--- config.mk ---
export PLATFORM = sky130hd
export DESIGN_NAME = fifo_nibble_packer
export DESIGN_NICKNAME = d
export VERILOG_FILES = /design/src/rtl/fifo_nibble_packer.sv
export SDC_FILE = /design/constraint.sdc
export NUM_CORES = 1
export LEC_CHECK = 0
export ABC_CLOCK_PERIOD_IN_PS = 1400
export CORE_MARGIN = 2
export CORE_UTILIZATION = 44
export DETAILED_ROUTE_END_ITERATION = 8
export GPL_TIMING_DRIVEN = 0
export PLACE_DENSITY_LB_ADDON = 0.05
export SYNTH_ARGS = -nofsm -noshare
export SYNTH_HDL_FRONTEND = slang
export SYNTH_SLANG_ARGS = --single-unit
export TNS_END_PERCENT = 1
--- constraint.sdc ---
create_clock -name clk -period 1.4 [get_ports clk]
set_input_delay 0.21 -clock clk [delete_from_list [all_inputs] [get_ports clk]]
set_output_delay 0.21 -clock clk [all_outputs]
set_load 0.01 [all_outputs]
--- src/rtl/fifo_nibble_packer.sv ---
// Drains a first-word-fall-through nibble FIFO and packs WORD_NIBBLES nibbles per word,
// presented on a valid/ready port with flush-to-partial support and an accepted-word counter.
module fifo_nibble_packer #(
  parameter int DATA_WIDTH   = 4,
  parameter int WORD_NIBBLES = 2,
  parameter int MSB_FIRST    = 0,
  parameter int CNT_WIDTH    = 8
) (
  input  logic                               clk,
  input  logic                               rst,
  input  logic                               fifo_empty,
  input  logic [DATA_WIDTH-1:0]              fifo_rdata,
  output logic                               fifo_rinc,
  input  logic                               flush,
  output logic [DATA_WIDTH*WORD_NIBBLES-1:0] out_data,
  output logic                               out_valid,
  input  logic                               out_ready,
  output logic                               out_partial,
  output logic [CNT_WIDTH-1:0]               word_count
);

  localparam int OUT_W = DATA_WIDTH * WORD_NIBBLES;
  localparam int IDX_W = $clog2(WORD_NIBBLES);
  localparam logic [IDX_W-1:0] IDX_LAST = IDX_W'(WORD_NIBBLES - 1);
  localparam logic [IDX_W-1:0] IDX_ONE  = IDX_W'(1);

  typedef enum logic [0:0] {
    ST_FILL = 1'b0,
    ST_OUT  = 1'b1
  } state_t;

  state_t                 state_q, state_d;
  logic [IDX_W-1:0]       idx_q, idx_d;
  logic [OUT_W-1:0]       shift_q, shift_d;
  logic [OUT_W-1:0]       out_data_q, out_data_d;
  logic                   out_valid_q, out_valid_d;
  logic                   out_partial_q, out_partial_d;
  logic [CNT_WIDTH-1:0]   word_count_q, word_count_d;

  logic                   pop_s;
  logic [IDX_W-1:0]       slot_s;
  logic [IDX_W-1:0]       first_slot_s;
  logic [OUT_W-1:0]       shift_ins_s;

  function automatic logic [OUT_W-1:0] put_nibble(
    input logic [OUT_W-1:0]      word,
    input logic [IDX_W-1:0]      slot,
    input logic [DATA_WIDTH-1:0] nib
  );
    logic [OUT_W-1:0] r;
    r = word;
    for (int i = 0; i < WORD_NIBBLES; i++) begin
      if (IDX_W'(i) == slot) begin
        r[i*DATA_WIDTH +: DATA_WIDTH] = nib;
      end else begin
        r[i*DATA_WIDTH +: DATA_WIDTH] = word[i*DATA_WIDTH +: DATA_WIDTH];
      end
    end
    return r;
  endfunction

  // Pop whenever a nibble is available and there is room: in FILL, or in OUT on the accept edge.
  assign pop_s     = !rst && !fifo_empty && ((state_q == ST_FILL) || out_ready);
  assign fifo_rinc = pop_s;

  assign slot_s       = (MSB_FIRST != 0) ? (IDX_LAST - idx_q) : idx_q;
  assign first_slot_s = (MSB_FIRST != 0) ? IDX_LAST : {IDX_W{1'b0}};
  assign shift_ins_s  = put_nibble(shift_q, slot_s, fifo_rdata);

  // Next-state, packing and handshake logic.
  always_comb begin
    state_d       = state_q;
    idx_d         = idx_q;
    shift_d       = shift_q;
    out_data_d    = out_data_q;
    out_valid_d   = out_valid_q;
    out_partial_d = out_partial_q;
    word_count_d  = word_count_q;

    case (state_q)
      ST_FILL: begin
        if (pop_s) begin
          if ((idx_q == IDX_LAST) || flush) begin
            // Word closes on this pop; partial only if slots remain unfilled.
            out_data_d    = shift_ins_s;
            out_valid_d   = 1'b1;
            out_partial_d = (idx_q != IDX_LAST);
            idx_d         = {IDX_W{1'b0}};
            shift_d       = {OUT_W{1'b0}};
            state_d       = ST_OUT;
          end else begin
            shift_d = shift_ins_s;
            idx_d   = idx_q + IDX_ONE;
          end
        end else if (flush && (idx_q != {IDX_W{1'b0}})) begin
          out_data_d    = shift_q;
          out_valid_d   = 1'b1;
          out_partial_d = 1'b1;
          idx_d         = {IDX_W{1'b0}};
          shift_d       = {OUT_W{1'b0}};
          state_d       = ST_OUT;
        end else begin
          state_d = ST_FILL;
        end
      end
      ST_OUT: begin
        if (out_ready) begin
          word_count_d  = word_count_q + CNT_WIDTH'(1);
          out_valid_d   = 1'b0;
          out_partial_d = 1'b0;
          state_d       = ST_FILL;
          if (pop_s) begin
            shift_d = put_nibble({OUT_W{1'b0}}, first_slot_s, fifo_rdata);
            idx_d   = IDX_ONE;
          end else begin
            shift_d = {OUT_W{1'b0}};
            idx_d   = {IDX_W{1'b0}};
          end
        end else begin
          state_d = ST_OUT;
        end
      end
      default: begin
        state_d       = ST_FILL;
        idx_d         = {IDX_W{1'b0}};
        shift_d       = {OUT_W{1'b0}};
        out_valid_d   = 1'b0;
        out_partial_d = 1'b0;
      end
    endcase
  end

  // State and output registers with synchronous reset.
  always_ff @(posedge clk) begin
    if (rst) begin
      state_q       <= ST_FILL;
      idx_q         <= {IDX_W{1'b0}};
      shift_q       <= {OUT_W{1'b0}};
      out_data_q    <= {OUT_W{1'b0}};
      out_valid_q   <= 1'b0;
      out_partial_q <= 1'b0;
      word_count_q  <= {CNT_WIDTH{1'b0}};
    end else begin
      state_q       <= state_d;
      idx_q         <= idx_d;
      shift_q       <= shift_d;
      out_data_q    <= out_data_d;
      out_valid_q   <= out_valid_d;
      out_partial_q <= out_partial_d;
      word_count_q  <= word_count_d;
    end
  end

  assign out_data    = out_data_q;
  assign out_valid   = out_valid_q;
  assign out_partial = out_partial_q;
  assign word_count  = word_count_q;

endmodule

Word-level counts from Yosys, hierarchy flattened
Index checks and enable logic that the tools add are counted.

word-level totals
  flip-flop bits (word level) = 28
  bits of input ports = 9
  output and inout port bits = 19

cells by class
  $add $sub $neg = 2
  equal/unequal tests = 4
  muxes and demuxes = 30
  bitwise logic cells = 2
  reductions and logical operators = 12

operators with widths
  operator                                        number
  two-way mux 8 bit                               7
  one-hot mux 8 bit (2 select lines)              1
  two-way mux 1 bit                               15
  two-way mux 4 bit                               3
  adder 8 x 1 -> 8 bit (second input constant)    1
  one-hot mux 1 bit (2 select lines)              4
  != test 3 x 2 -> 1 bit (second input constant)  2
  AND reduction 3 bit                             2
  AND reduction 2 bit                             2
  logical AND 1 bit                               3
  logical NOT 1 bit                               2
  logical OR 1 bit                                2
  != test 2 x 1 -> 1 bit (second input constant)  1
  != test 2 bit (second input constant)           1
  inverter 1 bit                                  2
  nonzero test 2 bit                              1
  adder 1 bit (second input constant)             1

Logic depth before layout (Yosys ltp)
  depth after elaboration = 6
  mapped depth = 6

Worst setup path after synthesis
OpenSTA, ideal clock, no wires.

  path kind = reg-to-reg
  start = reg idx_q
  end = reg out_data_q[2], in the netlist out_data[2]
  setup time = 115 ps
  arrival time = 1307 ps
  required time = 1285 ps
  setup slack = -22 ps
  cell stages (with the launch flop) = 5
  buffers on the path = 1
  cells stage by stage = dfxtp_1 -> buf_4 -> nor4_2 -> mux2_1 -> o21a_1

between the ends
  word-level cells in the longest chain between the ends = 3
  elaborated cells between the ends (all ways) = 8

ends and longest elaborated chain
  item                                                                       RTL line  source
  from (decl)                                                                33        logic [IDX_W-1:0] idx_q, idx_d;
  from (signal assigned)                                                     137       idx_q <= {IDX_W{1'b0}};
  from (signal assigned)                                                     145       idx_q <= idx_d;
  logical OR 1 bit (tied with other cells)                                   83        if ((idx_q == IDX_LAST) || flush) begin
  != test 2 x 1 -> 1 bit (no line) (tied with other cells)                   n/a
  AND reduction 3 bit (no line) / two-way mux 8 bit (equally long branches)  n/a
  to (signal assigned)                                                       139       out_data_q <= {OUT_W{1'b0}};
  to (signal assigned)                                                       147       out_data_q <= out_data_d;
  to (decl)                                                                  35        logic [OUT_W-1:0] out_data_q, out_data_d;

Several ways; a longest one is shown, not always the timed one. The select of a mux whose other input is x is not followed.
A chain may end at the register's enable or synchronous reset.

Worst setup path after layout
Ends and elaborated chain as after synthesis.

==> metrics.md <==
| Metric | Value |
|---|---|
| Outcome | complete, but fails checks |
| Violations in the final reports | setup timing |
| GP Congestion | 0.7508 |
| Cell accounting for the most synthesized area | dfxtp_1 |
| Global-route wire length before repair | 4.850 mm |
| Seq. cell area | 573.1 um2 |
| Routed met2 length | 1.399 mm |
| Maximum vdd ir drop | 0.8298 mV |
| Worst reg2reg path endpoint | out_data[2] |
| Drt drc | 0 |
| Power per unit of standard cell area | 908.4 nW/um2 |
| Iteration-0 DRC Markers | 22 |
| CP Data Arrival Time | 1.69 ns |
| Largest fanout of any net on the critical path | 10 |
| Capturing instance or port of the critical path | out_data[2] |
| Share of layout cells above drive strength 1 | 0.2241 |
| Yosys top cell area share | 0.4414 |
| Antenna diode count | 0 |
| Final Power | 1.530 mW |
| Root Buffer Master | clkbuf_4 |
| Hold Vio Cnt, Final | 0 |
| Highest routed layer | met4 |
| Area of the multi-input gates | 646.9 um2 |
| Y dimension of the die | 57.73 um |
| Relative contribution of the clock network to total power | 0.259 |
| Hold Path Depth | 4 |
| Dominant synthesized flop cell | dfxtp_1 |
| Vias after detailed routing | 1094 |
| Flop-to-flop setup slack | -0.05 ns |
| Die outline area | 3332 um2 |
| Remaining max-slew budget at the tightest pin | 0.7232 |
| EDFF count, synth | 0 |
| Number of synthesized register bits | 28 |
| Reg clk slew, reported paths | 0.14 ns |
| Buffer levels on the longest clock path | 2 |
| Crit end category | register |
| Relative contribution of sequential cells to total power | 0.551 |
| Worst setup startpoint | idx_q |
| I/O pin count | 28 |
| Net switching power | 0.4055 mW |
| Cell Count, Final, Fillers Out | 205 |
| Initial core utilization | 0.4605 |
| Core Rows | 19 |
| Number of CTS-inserted buffers | 3 |
| DP HPWL | 2.042 mm |
| Layout overhead on the synthesized area | 32.61% |
| FFs w/ async S/R, synth | 0 |
| Final cell utilization of the core | 0.6107 |
| Warnings from Yosys | 0 |
| Remaining Overflow, GRT | 0 |
| Area of the core | 2758 um2 |
| Count of cells along the worst register-to-register path | 4 |
| Hold_buf cts | 0 |
| Average detailed-routed wire length per instance | 14.10 um |
| Beginning of the worst register-to-register path | idx_q |
| Class of the tightest hold or removal check | in -> reg |
| Total detailed-routing wirelength | 2.890 mm |
| Req. time, crit path | 1.64 ns |
| Largest net degree at the start of global routing | 16 |
| Number of routed nets with antenna violations | 0 |
| Slew Limit Fails | 0 |
| Kind of start point of the critical path | register |
| Unrepaired setup endpoints after global routing | true |
| Tcrit/Tclk final | 1.034 |
| Leakage dissipation | 0.7234 nW |
| Antenna violations before repair | 0 |
| Dominant cells by area after synthesis | dfxtp_1, a221oi_2, a21oi_1 |
| Switching part of the total | 0.2651 |
| Post-synthesis net count | 149 |
| Fill cell total of the finished layout | 262 |
| Placed Cells | 197 |
| Critical Setup Path Class | reg -> reg |
| Clock Sinks | 28 |
| Post-detailed-route via-to-cell ratio | 5.337 |
| Number of unique standard cell types used by synthesis | 37 |
| Maximum level of the CTS H-tree | 1 |
| Vias in the first global route | 1059 |
| Final setup violation count | 3 |
| Post-synth design cell area | 1270 um2 |
| Worst setup skew after layout | 0.005659 ns |
| Total of max-cap violations | 0 |
| Total routed wire length on the met1 layer | 1.345 mm |
| Final cell area excluding filler cells | 1684 um2 |
| Synthesized instance count | 139 |
| Clock latency on the worst-skew pair | 0.33 ns |
| Syn avg cell area | 9.136 um2 |
| Part of the Yosys area used for sequential elements | 0.4414 |
| PortBufs | 27 |
| Setup TNS after final layout | -0.06632 ns |
| Clock tree from TritonCTS | built |
| Amount of wire on met3 after detailed routing | 123 um |
| Die Span X | 57.73 um |
| Part of the power in combinational logic | 0.190 |
| First-pass iteration count of the detailed router | 4 |
| Internal power summed over all cells | 1.124 mW |
| Final setup slack of the worst path | -0.04787 ns |
| Number of nets in the layout | 185 |
| Overall track demand over capacity in global routing | 0.1880 |
| Least-Margin Pin Slew | 0.4152 ns |
| Post-Place Cell Area | 1588 um2 |
| Post-route minimum period | 1.448 ns |
| Fmax | 0.6907 GHz |
==> per-stage QoR <==
step / worst slack (ns) / hold WS [ns]
3_5_place_dp: -0.9622 / 0.4384
2_1_floorplan: 0.03700 / 0.3635
3_3_place_gp: -0.8784 / 0.4353
6_report: -0.04787 / 0.4180
5_1_grt: -0.1017 / 0.4253
4_1_cts: -0.03730 / 0.4444
==> cell type report <==
| class | count | area share |
|---|---|---|
| multi-input combinational | 92 | 0.3841 |
| sequential | 28 | 0.3403 |
| timing repair buffer | 31 | 0.1620 |
| buffer | 8 | 0.04458 |
| inverter | 11 | 0.02452 |
| tap | 31 | 0.02303 |
| clock buffer | 4 | 0.02155 |
==> layout by cell type (no fill, tap or decap), types with 6 or more instances in the layout <==
cell type	count
nor2_1	13
a21oi_1	12
dfxtp_2	7
nand2_1	12
inv_1	10
dlygate4sd2_1	20
dfxtp_1	20
a221oi_2	7
xor2_1	6
==> cell families (layout without fill, tap and decap cells) <==
group,count (synthesis),in the layout,synth area share
buf+inv,19,54,0.07782
compound gates,35,35,0.2207
simple gates,48,48,0.1931
flops,28,28,0.4414
mux,1,1,0.008866
xor+xnor,7,7,0.04828
fa+ha+maj,1,1,0.009851
==> how the worst min path moves through the flow <==
| stage | from | endpoint |
|---|---|---|
| 6_report | flush | idx_q |
| 4_1_cts | rst | out_data[2] |
| 3_3_place_gp | out_valid | out_valid |
| 5_1_grt | flush | idx_q |
| 2_1_floorplan | fifo_rdata[0] | out_data[0] |
| 3_5_place_dp | out_valid | out_valid |
==> critical path: stages (launching register included) <==
cell and delay [ns]:
dfxtp_1 0.33, buf_6 0.13, nor4_4 0.40, mux2_4 0.34
o21a_1 0.16
==> state kept, by name, indices dropped and copies added (netlist names) <==
signal and count:
idx_q 1, word_count 8, out_valid 1, out_data 8
shift_q 8, state_q 1, out_partial 1
==> power groups by stage <==
stage	Clock, mW	Combinational [mW]	Sequential (mW)
finish	0.396	0.290	0.843
global route	0.445	0.317	0.849
CTS	0.411	0.277	0.844
detailed placement	0	0.287	0.864
global placement	0	0.282	0.862
floorplan	0	0.156	0.875
==> timing repair <==
item / 4_1_cts / 5_1_grt
pin swaps: 3 / 3
cloned: 0 / 0
buffers inserted: 2 / 2
resized for setup: 40 / 6
setup endpoints to repair: 29 / 15
==> routing by layer <==
metal,vias to the layer above,GRT usage
met4,0,0.03987
met5,-,0
met1,513,0.2346
met3,2,0.05357
li1,556,-
met2,23,0.3231
==> synthesized netlist by cell type, types with 2 or more instances <==
cell type	instances
and2_1	5
nor2_1	14
a21oi_1	12
o21a_1	2
o21ai_0	2
and3_1	3
a221oi_2	7
inv_1	10
buf_6	2
nand4_1	4
nand2_1	12
nand3_1	2
a22oi_1	4
xor2_1	6
dfxtp_1	28
nor3_1	3
buf_4	3
Note: power is estimated with default switching activity, not from simulation.
